## src/rtl/robin_uart_pkg.sv

```systemverilog
// ---------------------------------------------------------------------------
// robin_uart_pkg
//  Shared definitions for the uart transmit path.
//  - seq_state_t   : 3-bit state encoding of the transmit-queue sequencer
//  - DEF_*         : default handshake timing (guard gap, start timeout)
//  - timer_width() : width of a down-counter able to hold the larger constant
// ---------------------------------------------------------------------------
package robin_uart_pkg;

  typedef enum logic [2:0] {
    ST_IDLE       = 3'd0,
    ST_LOAD       = 3'd1,
    ST_STROBE     = 3'd2,
    ST_WAIT_START = 3'd3,
    ST_WAIT_DONE  = 3'd4,
    ST_GUARD      = 3'd5
  } seq_state_t;

  localparam int DEF_GUARD_CYCLES  = 16;
  localparam int DEF_START_TIMEOUT = 32;

  // Bits needed to count down from max(a, b); never less than one bit.
  function automatic int timer_width(input int a, input int b);
    int m;
    m = (a > b) ? a : b;
    if (m < 1) m = 1;
    return $clog2(m + 1);
  endfunction

endpackage

```

## src/rtl/uart_tx_queue_mem.sv

```systemverilog
// ---------------------------------------------------------------------------
// uart_tx_queue_mem
//  Simple dual-port RAM backing the transmit queue. One write port, one read
//  port, registered read (1-cycle latency) so it maps onto block RAM.
//  A read and a write to the same address in one cycle return the old data.
// Ports:
//  clk      in   clock
//  wr_en    in   write strobe
//  wr_addr  in   write address
//  wr_data  in   write data
//  rd_en    in   read strobe; rd_data updates on the following edge
//  rd_addr  in   read address
//  rd_data  out  registered read data
// ---------------------------------------------------------------------------
module uart_tx_queue_mem #(
  parameter int ADDR_WIDTH = 4,
  parameter int DATA_WIDTH = 8
) (
  input  logic                  clk,
  input  logic                  wr_en,
  input  logic [ADDR_WIDTH-1:0] wr_addr,
  input  logic [DATA_WIDTH-1:0] wr_data,
  input  logic                  rd_en,
  input  logic [ADDR_WIDTH-1:0] rd_addr,
  output logic [DATA_WIDTH-1:0] rd_data
);

  logic [DATA_WIDTH-1:0] mem_reg [0:(2**ADDR_WIDTH)-1];

  // No reset: contents are only ever read after being written.
  always_ff @(posedge clk) begin
    if (wr_en) begin
      mem_reg[wr_addr] <= wr_data;
    end
    if (rd_en) begin
      rd_data <= mem_reg[rd_addr];
    end
  end

endmodule

```

## src/rtl/uart_tx_queue.sv

```systemverilog
// ---------------------------------------------------------------------------
// uart_tx_queue
//  Byte-wide transmit queue between the monitor and the uart transmitter.
//  The monitor pushes bytes freely; a sequencer drains them one at a time
//  with a full transmit / is_transmitting handshake and a guard gap.
// Optional build macro: UART_TX_QUEUE_LEVEL_EN adds the 'level' output.
// Ports:
//  clk              in   system clock
//  rst              in   synchronous reset, active high (flushes the queue)
//  wr_en            in   push wr_data this cycle
//  wr_data          in   byte to queue
//  full             out  queue holds 2**ADDR_WIDTH bytes
//  empty            out  queue holds no bytes
//  overflow         out  sticky: a push was dropped while full
//  busy             out  queue non-empty or sequencer not idle
//  tx_byte          out  byte to the uart, stable across the handshake
//  transmit         out  single-cycle start pulse to the uart
//  is_transmitting  in   uart busy flag
//  level            out  byte count (UART_TX_QUEUE_LEVEL_EN only)
// ---------------------------------------------------------------------------
module uart_tx_queue
  import robin_uart_pkg::*;
#(
  parameter int ADDR_WIDTH    = 4,
  parameter int GUARD_CYCLES  = DEF_GUARD_CYCLES,
  parameter int START_TIMEOUT = DEF_START_TIMEOUT
) (
  input  logic              clk,
  input  logic              rst,
  input  logic              wr_en,
  input  logic [7:0]        wr_data,
  output logic              full,
  output logic              empty,
  output logic              overflow,
  output logic              busy,
  output logic [7:0]        tx_byte,
  output logic              transmit,
  input  logic              is_transmitting
`ifdef UART_TX_QUEUE_LEVEL_EN
  ,
  output logic [ADDR_WIDTH:0] level
`endif
);

  localparam int TW = timer_width(GUARD_CYCLES, START_TIMEOUT);
  localparam logic [ADDR_WIDTH:0]   DEPTH_CNT  = (ADDR_WIDTH+1)'(2**ADDR_WIDTH);
  localparam logic [ADDR_WIDTH:0]   CNT_ONE    = (ADDR_WIDTH+1)'(1);
  localparam logic [ADDR_WIDTH-1:0] PTR_ONE    = ADDR_WIDTH'(1);
  localparam logic [TW-1:0]         TIMER_ONE  = TW'(1);
  localparam logic [TW-1:0]         GUARD_LOAD = TW'(GUARD_CYCLES);
  localparam logic [TW-1:0]         START_LOAD = TW'(START_TIMEOUT);

  seq_state_t            state_reg, state_next;
  logic [TW-1:0]         timer_reg, timer_next;
  logic [ADDR_WIDTH-1:0] wr_ptr_reg, rd_ptr_reg;
  logic [ADDR_WIDTH:0]   count_reg;
  logic                  overflow_reg;
  logic [7:0]            tx_byte_reg;
  logic                  transmit_reg, transmit_next;
  logic                  load_tx;
  logic                  pop;
  logic                  push;
  logic [7:0]            mem_dout;

  assign full  = (count_reg == DEPTH_CNT);
  assign empty = (count_reg == '0);

  // The sequencer only pulls a byte while idle.
  assign pop = (state_reg == ST_IDLE) && !empty;

  // A pop in the same cycle frees a slot, so a push into a full queue still
  // lands. Read-before-write in the RAM keeps the departing byte intact.
  assign push = wr_en && (!full || pop);

  uart_tx_queue_mem #(
    .ADDR_WIDTH(ADDR_WIDTH),
    .DATA_WIDTH(8)
  ) u_mem (
    .clk    (clk),
    .wr_en  (push),
    .wr_addr(wr_ptr_reg),
    .wr_data(wr_data),
    .rd_en  (pop),
    .rd_addr(rd_ptr_reg),
    .rd_data(mem_dout)
  );

  // Queue pointers, occupancy and overflow flag.
  always_ff @(posedge clk) begin
    if (rst) begin
      wr_ptr_reg   <= '0;
      rd_ptr_reg   <= '0;
      count_reg    <= '0;
      overflow_reg <= 1'b0;
    end else begin
      if (push) wr_ptr_reg <= wr_ptr_reg + PTR_ONE;
      if (pop)  rd_ptr_reg <= rd_ptr_reg + PTR_ONE;
      case ({push, pop})
        2'b10:   count_reg <= count_reg + CNT_ONE;
        2'b01:   count_reg <= count_reg - CNT_ONE;
        default: count_reg <= count_reg;
      endcase
      if (wr_en && !push) overflow_reg <= 1'b1;
    end
  end

  // Sequencer state, timer and uart-facing registers.
  always_ff @(posedge clk) begin
    if (rst) begin
      state_reg    <= ST_IDLE;
      timer_reg    <= '0;
      transmit_reg <= 1'b0;
      tx_byte_reg  <= 8'h00;
    end else begin
      state_reg    <= state_next;
      timer_reg    <= timer_next;
      transmit_reg <= transmit_next;
      if (load_tx) tx_byte_reg <= mem_dout;
    end
  end

  always_comb begin
    state_next    = state_reg;
    timer_next    = timer_reg;
    transmit_next = 1'b0;
    load_tx       = 1'b0;
    case (state_reg)
      ST_IDLE: begin
        if (pop) state_next = ST_LOAD;
      end
      ST_LOAD: begin
        load_tx    = 1'b1;
        state_next = ST_STROBE;
      end
      ST_STROBE: begin
        transmit_next = 1'b1;
        timer_next    = START_LOAD;
        state_next    = ST_WAIT_START;
      end
      ST_WAIT_START: begin
        // Timeout covers a uart that missed the strobe or finished before
        // we could see it busy.
        if (is_transmitting) begin
          state_next = ST_WAIT_DONE;
        end else if (timer_reg == '0) begin
          state_next = ST_GUARD;
        end else begin
          timer_next = timer_reg - TIMER_ONE;
        end
      end
      ST_WAIT_DONE: begin
        if (!is_transmitting) begin
          timer_next = GUARD_LOAD;
          state_next = ST_GUARD;
        end
      end
      ST_GUARD: begin
        if (timer_reg == '0) begin
          state_next = ST_IDLE;
        end else begin
          timer_next = timer_reg - TIMER_ONE;
        end
      end
      default: begin
        state_next = ST_IDLE;
      end
    endcase
  end

  assign overflow = overflow_reg;
  assign busy     = !empty || (state_reg != ST_IDLE);
  assign tx_byte  = tx_byte_reg;
  assign transmit = transmit_reg;

`ifdef UART_TX_QUEUE_LEVEL_EN
  assign level = count_reg;
`endif

endmodule

```

## config.mk

```make
export PLATFORM = sky130hd
export DESIGN_NAME = uart_tx_queue
export DESIGN_NICKNAME = d
export VERILOG_FILES = /design/src/rtl/robin_uart_pkg.sv /design/src/rtl/uart_tx_queue_mem.sv /design/src/rtl/uart_tx_queue.sv
export SDC_FILE = /design/constraint.sdc
export NUM_CORES = 1
export LEC_CHECK = 0
export CAP_MARGIN = 20
export CORE_MARGIN = 2
export CORE_UTILIZATION = 52
export DETAILED_ROUTE_END_ITERATION = 8
export GPL_TIMING_DRIVEN = 1
export PLACE_DENSITY = 0.7
export SYNTH_ARGS = -nofsm -noshare
export SYNTH_HDL_FRONTEND = slang
export SYNTH_SLANG_ARGS = --single-unit
```

## constraint.sdc

```tcl
create_clock -name clk -period 7.04 [get_ports clk]
set_clock_uncertainty 0.05 [all_clocks]
set_input_delay 1.408 -clock clk [delete_from_list [all_inputs] [get_ports clk]]
set_output_delay 1.408 -clock clk [all_outputs]
set_load 0.02 [all_outputs]
```

== Yosys cells after proc, flatten, opt, wreduce, memory -nomap -nowiden ==
Memory sizes are Yosys's and may differ from the RTL's. A register that Yosys moved wholly into a read port is not among the register bits.
Cells that the tools add are included.

* Flip-flop bits (word level): 32
* Latch bits: 0
* RAM bits: 128
* Memory bits (read-only): 0
* Input port bits: 12
* Output and inout port bits: 13
* Logic and storage cells: 58
* Memories kept: 1

* $add $sub $neg: 5
* $mul: 0
* Divide/modulo/power cells: 0
* Magnitude comparators: 0
* Equal/unequal tests: 13
* Shifts and indexed selects: 0
* Muxes and demuxes: 15
* Bitwise gates (word level): 0
* Reductions and logical operators: 16

{| class="wikitable"
|+ Memories
! memory !! depth !! width !! read ports !! clocked after memory_dff !! write ports !! RTL line !! source
|-
| u_mem.mem_reg || 16 || 8 || 1 || 1 || 1 || uart_tx_queue_mem.sv:28 || <nowiki>logic [DATA_WIDTH-1:0] mem_reg [0:(2**ADDR_WIDTH)-1];</nowiki>
|}

{| class="wikitable"
|+ Operators by type and width
! operator !! count
|-
| $pmux 6 s4 || 1
|-
| $mux 6 || 3
|-
| $pmux 3 s6 || 1
|-
| $mux 3 || 5
|-
| $pmux 5 s2 || 1
|-
| $add 4x1->4 const B || 2
|-
| $ne 2x2->1 const B || 4
|-
| $eq 3x2->1 const B || 2
|-
| $eq 3x3->1 const B || 2
|-
| $logic_not 6->1 || 1
|-
| $sub 6x1->6 const B || 1
|-
| $add 5x1->5 const B || 1
|-
| $eq 5x5->1 const B || 1
|-
| $logic_not 5->1 || 1
|-
| $sub 5x1->5 const B || 1
|-
| $mux 1 || 4
|-
| $reduce_and 4->1 || 1
|-
| $reduce_bool 4->1 || 1
|-
| $eq 3x1->1 const B || 1
|-
| $logic_and 1x1->1 || 3
|-
| $logic_not 1->1 || 3
|-
| $logic_not 3->1 || 1
|-
| $ne 3x3->1 const B || 1
|-
| $reduce_and 3->1 || 1
|-
| other kinds (5) || 6
|}

== Depth between registers and ports, before layout ==
* Depth after elaboration: 7
* Gate-level depth with buffers: 9
* Depth with buffers taken out: 7

== Modules after synthesis ==
Synthesis repeated with hierarchy kept, for this count alone.

* Cell total of the unflattened synthesis: 409
* Area, all modules: 6,881.6 µm²

{| class="wikitable"
|+ By module, submodules not included
! module !! times used !! cells an instance !! area an instance (µm²)
|-
| uart_tx_queue_mem || 1 || 229 || 5,227.5
|-
| uart_tx_queue || 1 || 180 || 1,654.1
|}

== Worst setup path before layout ==
Ideal clock, no wire load.

* Path type: input port to flip-flop
* Start: input wr_en
* End: register count_reg[4]
* Library setup time: 0.074 ns
* Data arrival time: 3.075 ns
* Path slack: 3.841 ns
* Stages on the path: 7
* Buffers on the path: 1
* Cells stage by stage: buf_2 a211oi_2 ha_1 a21oi_1 nand2_1 or4_1 a31oi_1

* Word-level cells in the longest chain between the ends: 3
* Elaborated cells on any way between the ends: 5
* Those cells by class: 2 x eq/ne; 1 x mux; 2 x reduce/logical

{| class="wikitable"
|+ RTL lines
! item !! RTL line !! source
|-
| start, declared || uart_tx_queue.sv:30 || <nowiki>input logic wr_en,</nowiki>
|-
| $logic_and 1x1->1 (*) || uart_tx_queue.sv:73 || <nowiki>assign push = wr_en && (!full || pop);</nowiki>
|-
| $eq 2x1->1 or $eq 2x2->1 (tied branches) || uart_tx_queue.sv:98 || <nowiki>case ({push, pop})</nowiki>
|-
| $pmux 5 s2 or $reduce_bool 2->1 (tied branches) || -- ||
|-
| end signal, assigned || uart_tx_queue.sv:99 || <nowiki>2'b10: count_reg <= count_reg + CNT_ONE;</nowiki>
|-
| end signal, assigned || uart_tx_queue.sv:100 || <nowiki>2'b01: count_reg <= count_reg - CNT_ONE;</nowiki>
|-
| end signal, assigned || uart_tx_queue.sv:101 || <nowiki>default: count_reg <= count_reg;</nowiki>
|-
| end, declared || uart_tx_queue.sv:56 || <nowiki>logic [ADDR_WIDTH:0] count_reg;</nowiki>
|}

Every way passes the cells marked *; elsewhere a longest branch is shown, timed or not.
A chain may end at the register's enable or synchronous reset.

== Final worst setup path ==
* Start: input wr_en
* End: memory u_mem.mem_reg[1][3], enable pin

* Word-level cells in the longest chain between the ends: 3

{| class="wikitable"
|+ RTL lines
! item !! RTL line !! source
|-
| $logic_and 1x1->1 || uart_tx_queue.sv:73 ||
|-
| $mux 1 || uart_tx_queue_mem.sv:32 || <nowiki>if (wr_en) begin</nowiki>
|-
| $mux 1 (not written as such) || uart_tx_queue_mem.sv:33 || <nowiki>mem_reg[wr_addr] <= wr_data;</nowiki>
|-
| end, declared || uart_tx_queue_mem.sv:28 ||
|}

Every way passes these cells.

==> flow_summary_export.csv <==
group,metric,value,unit
clock_tree,insertion_delay,0.43,ns
synth,syn_nets,430,
finish,design_area,7900,um^2
finish,area_delta_synth_final,14.1,%
placed_design,dpl_cell_area,7290,um^2
drt,wl_per_cell,21.4,um
floorplan,initial_utilization,52.7,%
critical_path,crit_type,"primary input to register",
clock_tree,cts_buffer_depth,2,
sta,tns,0,ns
finish,n_fill_cell,965,
sta,finalSetupViolations,0,
critical_path,worstPathCellList,"clkdlybuf4s50_1 -> inv_1 -> a31oi_2 -> nand2_1 -> nor3_1",
global_route,grt_max_degree,36,
placed_design,gp_congestion,0.865,
clock_tree,clk_pin_slew,0.06,ns
sta,hold_violations,0,
synth,synth_edf_count,136,
placed_design,io_buffers,24,
drt,ant_nets,0,
drt,remaining_drc_errors,0,
synth,synth_ff_type,"edfxtp_1",
finish,drive_gt1_share,19.5,%
finish,multi_input_area,2040,um^2
floorplan,die_y,119,um
sta,drv_slew,0,
critical_path,crit_path_start_kind,"primary input",
finish,layout.nets,453,
sta,max_freq,269,MHz
clock_tree,post-cts-setup-buffer-count,0,
synth,synthCells,407,
global_route,grt_util_all_layers,20.3,%
global_route,grt_pass1_vias,3666,
sta,finalWorstSetupSlack,3.32,ns
synth,syn_avg_cell_area,17.0,um^2
drt,via_per_inst,5.86,
clock_tree,post_cts_resized,0,
critical_path,critPathCaptureType,"register",
critical_path,cp_top_family,"simple AND/OR/NAND/NOR gates",
critical_path,cp_data_required_time,7.03,ns
power_and_ir_drop,total_leakage_power,2.56,nW
sta,fin_crit_sh,52.8,%
placed_design,dp_slack,2.94,ns
finish,diodes,0,
floorplan,coreArea,13100,um^2
clock_tree,holdBufCountCts,0,
critical_path,crit_fanout,9,
clock_tree,cts_max_level,4,
clock_tree,cts.sinks,168,
clock_tree,cts_buffers,17,
finish,regArea,4730,um^2
floorplan,io_pins,25,
drt,vias,3622,
sta,rsz0062_at_grt,"no",
run,max-cap-violations,0,
drt,drtPass1Iterations,5,
clock_tree,clockRootBuffer,"clkbuf_16",
synth,synth_seq_area_share,68.2,%
sta,maxSlewHeadroom,28.7,%
power_and_ir_drop,vdd_drop_max,0.185,mV
critical_path,path_buf_inv,2,
sta,tightestPinTransition,1.06,ns
clock_tree,cts_tree,"built",
drt,first_iter_violations,367,
synth,yosys_warnings,0,
worst_hold_path,min_path_type,"register to register",
critical_path,critPathMaxStageDelay,0.83,ns
floorplan,dieArea,14300,um^2
floorplan,die_w,119,um
placed_design,placedCellCount,587,
finish,largest_reg_flops,128,
sta,fin_crit,3.72,ns
run_status,status,"finished, final reports clean",
synth,ys_ff_latch,168,
global_route,antenna_found_initial,0,
drt,totalWireLength,13.2,mm
critical_path,arrival,3.71,ns
placed_design,hpwl,8.53,mm
power_and_ir_drop,cellPowerDensity,377,nW/um^2
global_route,grt_first_pass_wirelength,20.9,mm
floorplan,rows,42,
synth,synth_area,6930,um^2
synth,async_flop_share,0,%
synth,ys_types,54,
finish,stdcell_count,618,
global_route,overflow,0,
critical_path,slowest_stage,"nor3_1",
-- worst paths after layout --
path | slack, ns | end | start | cells after the start
worst max-delay path | 3.32 | u_mem.mem_reg[1][3] | wr_en | 5
worst max register to register | 4.06 | count_reg[4] | state_reg[2] | 7
worst min-delay path | 0.42 | overflow | overflow | 2
worst min register to register | 0.42 | overflow | overflow | 2
-- kinds of logic (layout without fill, tap and decap cells) --
kind of cell / Yosys count / count (layout) / share of synthesized area, %
mux: 54 / 54 / 15.1
flops: 168 / 168 / 68.2
simple gates: 89 / 89 / 6.49
buf+inv: 35 / 70 / 2.37
compound gates: 43 / 43 / 4.84
fa+ha+maj: 11 / 11 / 2.10
xor+xnor: 7 / 7 / 0.885
-- routing by layer --
metal,wire (um),GRT usage (%),part of all wire (%),vias to the layer above
met3,740,4.84,5.6,18
met4,235,7.35,1.8,0
met5,0,0,0,-
li1,-,-,-,1651
met1,5790,27.8,44,1833
met2,6490,32.0,49,120
-- area by class of cell --
class                   count  area share [%]
multi-input cells         204            25.8
clock buffers              17            5.38
inverters                  12           0.570
clock inverters            14            2.34
repair buffers             27            3.33
flip-flops and latches    168            59.8
well taps                 176            2.79
-- worst register-to-register path: cells and delay by family (launching register included) --
| kind | cells | cell delay [ns] |
|---|---|---|
| AOI/OAI and AO/OA | 3 | 0.96 |
| adders and majority gates | 1 | 0.37 |
| DFF | 1 | 0.43 |
| and+or+nand+nor | 3 | 1.10 |
-- report_power, final --
part / switching [mW] / total [mW] / internal (mW)
registers: 0.0726 / 1.26 / 1.18
logic: 0.424 / 0.767 / 0.343
clock network: 0.395 / 0.961 / 0.566
total: 0.891 / 2.98 / 2.09
-- synthesized netlist by cell type (5+ instances only) --
master,n,area share [%]
edfxtp_1,136,59
mux4_2,40,13
nor2_1,34,1.8
dfxtp_1,32,9.3
nand2_1,17,0.92
mux2i_1,13,1.9
inv_1,12,0.65
clkbuf_1,11,0.60
ha_1,10,1.8
nand3_1,8,0.58
a21oi_1,7,0.51
nor3_1,7,0.51
o21ai_0,6,0.43
buf_2,5,0.36
-- layout by cell type (no fill, tap or decap), types with 5 or more instances in the layout --
cell,Yosys,routed
edfxtp_1,136,136
o21ai_0,6,6
clkbuf_16,0,17
a21oi_1,7,7
dfxtp_1,32,31
clkdlybuf4s50_1,0,24
nor2_1,34,34
mux4_2,40,40
nor3_1,7,7
nand3_1,8,8
mux2i_1,13,13
nand2_1,17,17
inv_1,12,12
ha_1,10,10
inv_6,0,5
-- stage by stage --
stage | hold WS (ns) | total power, mW | utilization (%)
2_1_floorplan | 0.402 | 1.85 | -
3_3_place_gp | 0.404 | 2.03 | 55.5
3_5_place_dp | 0.413 | 2.04 | 55.5
4_1_cts | 0.428 | 3.00 | 60.1
5_1_grt | 0.467 | 3.12 | 60.1
6_report | 0.422 | 2.98 | 60.1
No activity file was read; power rests on OpenSTA's default activity.
